--- config.mk ---
export PLATFORM = sky130hd
export DESIGN_NAME = fpu_cvtsw_wb
export DESIGN_NICKNAME = d
export VERILOG_FILES = /design/src/rtl/fpu_cvtsw_wb_pkg.sv /design/src/rtl/fpu_skid_buf2.sv /design/src/rtl/fpu_cvtsw_wb.sv
export SDC_FILE = /design/constraint.sdc
export NUM_CORES = 1
export LEC_CHECK = 0
export ABC_AREA = 1
export CELL_PAD_IN_SITES_DETAIL_PLACEMENT = 1
export CELL_PAD_IN_SITES_GLOBAL_PLACEMENT = 1
export CORE_ASPECT_RATIO = 1.75
export CORE_MARGIN = 1
export CORE_UTILIZATION = 40
export DETAILED_ROUTE_END_ITERATION = 8
export GPL_ROUTABILITY_DRIVEN = 0
export HOLD_SLACK_MARGIN = 0.1
export PLACE_DENSITY_LB_ADDON = 0.1
export SLEW_MARGIN = 30
export SYNTH_ARGS = -nofsm -noshare
export SYNTH_HDL_FRONTEND = slang
export SYNTH_SLANG_ARGS = --single-unit
--- constraint.sdc ---
create_clock -name clk -period 2.2 [get_ports clk]
set_input_delay 0.44 -clock clk [delete_from_list [all_inputs] [get_ports clk]]
set_output_delay 0.44 -clock clk [all_outputs]
set_load 0.02 [all_outputs]
--- src/rtl/fpu_cvtsw_wb_pkg.sv ---
// Shared FPU definitions: single-precision format constants, the common
// exception-flag layout, and the 2-entry writeback buffer state encoding.
package fpu_cvtsw_wb_pkg;

   localparam int SGL_NEXP = 8;
   localparam int SGL_NSIG = 23;
   localparam int SGL_BIAS = 127;
   localparam int SGL_EMAX = 127;

   // Flag vector shared by every FPU writeback stage, MSB first.
   typedef struct packed {
      logic nv;
      logic dz;
      logic of;
      logic uf;
      logic nx;
   } fflags_t;

   localparam logic [1:0] BUF_EMPTY = 2'd0;
   localparam logic [1:0] BUF_ONE   = 2'd1;
   localparam logic [1:0] BUF_FULL  = 2'd2;

endpackage

--- src/rtl/fpu_skid_buf2.sv ---
// Generic 2-entry valid/ready skid buffer. in_ready depends only on the
// registered occupancy, so upstream never sees a path from out_ready.
module fpu_skid_buf2
   import fpu_cvtsw_wb_pkg::*;
#(
   parameter int W = 8
) (
   input  logic         clk,
   input  logic         rst_n,
   input  logic         in_valid,
   output logic         in_ready,
   input  logic [W-1:0] in_data,
   output logic         out_valid,
   input  logic         out_ready,
   output logic [W-1:0] out_data
);

   logic [1:0]   state_q, state_d;
   logic [W-1:0] head_q, head_d;
   logic [W-1:0] skid_q, skid_d;
   logic         accept, retire;

   assign accept = in_valid & in_ready;
   assign retire = out_valid & out_ready;

   // NOTE: every next-state signal gets a default first so no path can infer a latch.
   always_comb begin
      state_d = state_q;
      head_d  = head_q;
      skid_d  = skid_q;
      case (state_q)
         BUF_EMPTY: begin
            if (accept) begin
               head_d  = in_data;
               state_d = BUF_ONE;
            end
         end
         BUF_ONE: begin
            if (accept && retire) begin
               head_d = in_data;
            end else if (accept) begin
               skid_d  = in_data;
               state_d = BUF_FULL;
            end else if (retire) begin
               state_d = BUF_EMPTY;
            end
         end
         BUF_FULL: begin
            if (retire) begin
               head_d  = skid_q;
               state_d = BUF_ONE;
            end
         end
         default: state_d = BUF_EMPTY;
      endcase
   end

   // NOTE: the data registers are reset too, because the head drives out_* and must read 0 after reset.
   always_ff @(posedge clk or negedge rst_n) begin
      if (!rst_n) begin
         state_q <= BUF_EMPTY;
         head_q  <= '0;
         skid_q  <= '0;
      end else begin
         // NOTE: sequential state uses non-blocking assignments so all registers update together.
         state_q <= state_d;
         head_q  <= head_d;
         skid_q  <= skid_d;
      end
   end

   assign out_valid = (state_q != BUF_EMPTY);
   assign in_ready  = (state_q != BUF_FULL);
   assign out_data  = head_q;

endmodule

--- src/rtl/fpu_cvtsw_wb.sv ---
// Writeback stage behind the cvtsw converter: buffers results in a skid
// buffer and keeps the sticky NX/OF flags plus a saturating inexact count.
module fpu_cvtsw_wb
   import fpu_cvtsw_wb_pkg::*;
#(
   parameter int NEXP  = SGL_NEXP,
   parameter int NSIG  = SGL_NSIG,
   parameter int TAG_W = 5,
   parameter int CNT_W = 16
) (
   input  logic                 clk,
   input  logic                 rst_n,
   input  logic                 in_valid,
   output logic                 in_ready,
   input  logic [NEXP+NSIG:0]   in_s,
   input  logic                 in_inexact,
   input  logic                 in_overflow,
   input  logic [TAG_W-1:0]     in_tag,
   output logic                 out_valid,
   input  logic                 out_ready,
   output logic [NEXP+NSIG:0]   out_s,
   output logic [TAG_W-1:0]     out_tag,
   output logic                 out_nx,
   output logic                 out_of,
   output logic                 fflags_nx,
   output logic                 fflags_of,
   input  logic                 fflags_clr,
   output logic [CNT_W-1:0]     nx_count
);

   localparam int PW = NEXP + NSIG + 1 + TAG_W + 2;

   logic [PW-1:0]    in_payload, out_payload;
   logic             retire;
   logic             fflags_nx_q, fflags_nx_d;
   logic             fflags_of_q, fflags_of_d;
   logic [CNT_W-1:0] nx_count_q, nx_count_d;

   assign in_payload = {in_s, in_tag, in_inexact, in_overflow};

   fpu_skid_buf2 #(.W(PW)) u_buf (
      .clk       (clk),
      .rst_n     (rst_n),
      .in_valid  (in_valid),
      .in_ready  (in_ready),
      .in_data   (in_payload),
      .out_valid (out_valid),
      .out_ready (out_ready),
      .out_data  (out_payload)
   );

   assign {out_s, out_tag, out_nx, out_of} = out_payload;
   assign retire = out_valid & out_ready;

   // A retiring flag is OR-ed in after the clear, so set wins over clear.
   always_comb begin
      fflags_nx_d = (fflags_nx_q & ~fflags_clr) | (retire & out_nx);
      fflags_of_d = (fflags_of_q & ~fflags_clr) | (retire & out_of);
      nx_count_d  = nx_count_q;
      if (retire && out_nx && (nx_count_q != {CNT_W{1'b1}}))
         nx_count_d = nx_count_q + CNT_W'(1);
   end

   always_ff @(posedge clk or negedge rst_n) begin
      if (!rst_n) begin
         fflags_nx_q <= 1'b0;
         fflags_of_q <= 1'b0;
         nx_count_q  <= '0;
      end else begin
         fflags_nx_q <= fflags_nx_d;
         fflags_of_q <= fflags_of_d;
         nx_count_q  <= nx_count_d;
      end
   end

   assign fflags_nx = fflags_nx_q;
   assign fflags_of = fflags_of_q;
   assign nx_count  = nx_count_q;

endmodule

==> results.md <==
- Num ports: a little over 100
- Hold endpoint: u_buf.out_data[18]
- Fillers: around 1.3k
- Initial core utilization: about two fifths
- Number of global-route vias before repair: around 4.2k
- Antenna violations before repair: 0
- Min-delay src: u_buf.out_data[18]
- Initial drt markers: approximately 120
- Yosys warnings: 0
- Reg-to-reg endpoint: nx_count[3]
- Clk_skew: between 0.01 and 0.015 ns
- CP max stage cell: clkdlybuf4s50_1
- Final period util: 91.3%
- Critical path class: register to primary output
- Uppermost layer routed: met4
- Wl on met1: ~4600 um
- Synth Instances: 544
- Fin. Hold Viols: 0
- Area of the multi-input gates: 0.00171 mm2
- R2r setup slk: around 0.36 ns
- Final Max Slew Viols: 0
- Cts bufs inserted: 9
- CTS max path bufs: 2
- DRC viols: 0
- CP Cell Sequence: inv_2, nand2_2, clkdlybuf4s50_1
- Synth cell types: 27
- Final WL: between 10000 and 15000 um
- Sink Count: slightly below 100
- Nets: between 600 and 700
- WL/cell: ~16 um
- Pwr Total: 8.30 mW
- Hold slack: 0.483 ns
- CTS tree: yes
- Maximum achievable frequency: approximately 500 MHz
- Via-per-instance ratio: 5.06
- Largest net degree at the start of global routing: 80
- Clk Latency, worst-skew pair: 0.35 ns
- RSZ-0062 raised after global routing: false
- Setup-failing EPs final: 0
- Pwr/cell area: ~1400 mW/mm2
- Share of layout cells above drive strength 1: a little under a tenth
- CTS resizes: 0
- H-tree levels: 3
- Static leakage: between 2 and 3 nW
- Via Count: between 3k and 4k
- Worst hold stages: 2
- Synthesized area per cell: around 8.4 um2
- Maximum Capacitance Violations: 0
- Seq. cell area: roughly 0.0025 mm2
- Routed Antenna Nets: 0
- Critical R2R Launch: nx_count[0]
- Hold Path Class: register to register
- Worst EP arrival: 1.57 ns
- Peak VDD IR: roughly 0.64 mV
- Setup crit start kind: register
- Fin area: approximately 0.006 mm2
- Post-Syn Area: approximately 0.0045 mm2
- Final TNS setup: 0 ns
- DR WL met3: 376 um
- CP Capture Type: primary output
- Worst EP required: approximately 1.8 ns
- Die area: 0.0118 mm2
- Postcts setup bufs: 0
- CTS Root Cell: clkbuf_16
- Core Area: between 0.01 and 0.015 mm2
- Crit-path leading delay family: buffers and inverters
- Synthesis-stage register bit count: 98
- CP max FO: 4
- Overall Global Routing Usage: around 23%
- # diodes: 0
- Synthesis-to-finish area growth: 31.6%
- Sequential cell area fraction in the yosys report: a little over half
- Reg2Reg Depth: 9
- First-pass GRT wire length: between 20000 and 25000 um
- Slowest stage delay, CP: approximately 0.6 ns
- IO buf count: approximately 100
- Worst-margin pin slew: approximately 0.73 ns
- CP bufs+invs: 2
- Status: finished, final reports clean
- Post-DP HPWL: between 8000 and 9000 um
- Die W: ~83 um
- Met2 WL: around 7000 um
- CTS clk-pin slew, worst paths: about 0.070 ns
- Floorplan row count: 51
- Overflow after GRT: 0
- Post-DP Area: roughly 0.0057 mm2
- Min Tclk post-route: 2.01 ns
- Net Count, Synth: 589
- Router iterations before antenna repair: 4
- Normalized max-slew margin: 51.3%
- Die height: approximately 140 um
## flip-flops by register name, indices dropped and copies added, names as in the netlist
name            flops
fflags_nx           1
nx_count           16
u_buf.out_data     39
fflags_of           1
u_buf.skid_q       39
u_buf.state_q       2
## cells in the mapped netlist, drive strengths merged
cell type | n | area share, %
nand2 | 189 | 16
nand3 | 9 | 1.1
nor2 | 25 | 2.3
clkbuf | 8 | 0.69
xor2 | 4 | 0.77
o22ai | 1 | 0.14
buf | 17 | 3.2
inv | 59 | 4.9
a21oi | 5 | 0.63
nand4 | 6 | 0.96
xnor2 | 2 | 0.39
dfrtp | 98 | 54
ha | 1 | 0.28
nor3 | 1 | 0.36
o21ai | 119 | 15
## cell usage in the layout, fill, tap and decap left out, types with 7 or more instances in the layout
master	count
buf_4	7
clkbuf_16	9
clkdlybuf4s50_1	101
dfrtp_1	98
inv_1	55
nand2_1	187
nand3_1	8
nor2_1	23
o21ai_0	83
o21ai_1	16
o21ai_2	20
## cell families (layout without fill, tap and decap cells)
| family | after synthesis | after routing | share of synthesized area, % |
|---|---|---|---|
| fa+ha+maj | 1 | 1 | 0.275 |
| simple gates | 230 | 230 | 20.4 |
| flops | 98 | 98 | 53.9 |
| xor+xnor | 6 | 6 | 1.16 |
| compound gates | 125 | 125 | 15.5 |
| buf+inv | 84 | 188 | 8.73 |
## metal layers
layer  GRT usage, %  up-vias
met2           43.1       75
met1           24.7     1931
li1               -     1916
met4           9.35        0
met3           3.71       23
met5              0        -
## cell type report
type / instances / area share, %
Clock buffer: 10 / 3.99
Clock inverter: 6 / 0.711
Inverter: 59 / 3.70
Multi-Input combinational cell: 362 / 28.6
Sequential cell: 98 / 41.0
Tap cell: 132 / 2.76
Timing Repair Buffer: 113 / 19.3
## timing repair
| item | in CTS | in global routing |
|---|---|---|
| endpoints found under the setup margin | 0 | 0 |
| endpoints found under the hold margin | 34 | 0 |
| hold buffers | 1 | 0 |
## power breakdown
part           total, mW  internal, mW  switching, mW  leakage (nW)
registers           3.14          2.60          0.538          1.23
logic               3.66          1.53           2.12          1.48
clock network       1.50         0.798          0.705         0.134
## worst max path at each step
stage                           from                 to  slack [ns]  cells past startpoint
finish              u_buf.state_q[1]          out_valid        0.19                      3
global route        u_buf.state_q[1]          out_valid        0.13                      3
CTS                 u_buf.state_q[1]          out_valid        0.18                      3
detailed placement          in_valid  u_buf.out_data[6]        0.22                      7
global placement            in_valid  u_buf.out_data[4]        0.28                      7
floorplan                nx_count[0]       nx_count[13]        0.67                      9
## worst reg2reg max path: stages, from the launching register on
cell and delay, ns:
dfrtp_1 0.46, ha_1 0.27, nand2_1 0.08, nor2_1 0.06, nand2_1 0.15, nor2_2 0.08
nor2_4 0.33, inv_2 0.15, nand2_1 0.10, nand2_1 0.05
## per-stage QoR
step / setup slack, ns / util [%] / instances
after detailed placement: 0.222 / 51.3 / 763
final: 0.191 / 53.9 / 780
after global routing: 0.126 / 53.9 / 780
after floorplan: 0.667 / - / 544
after global placement: 0.280 / 51.3 / 763
after CTS: 0.177 / 53.9 / 780
(Power assumes the default switching activity.)
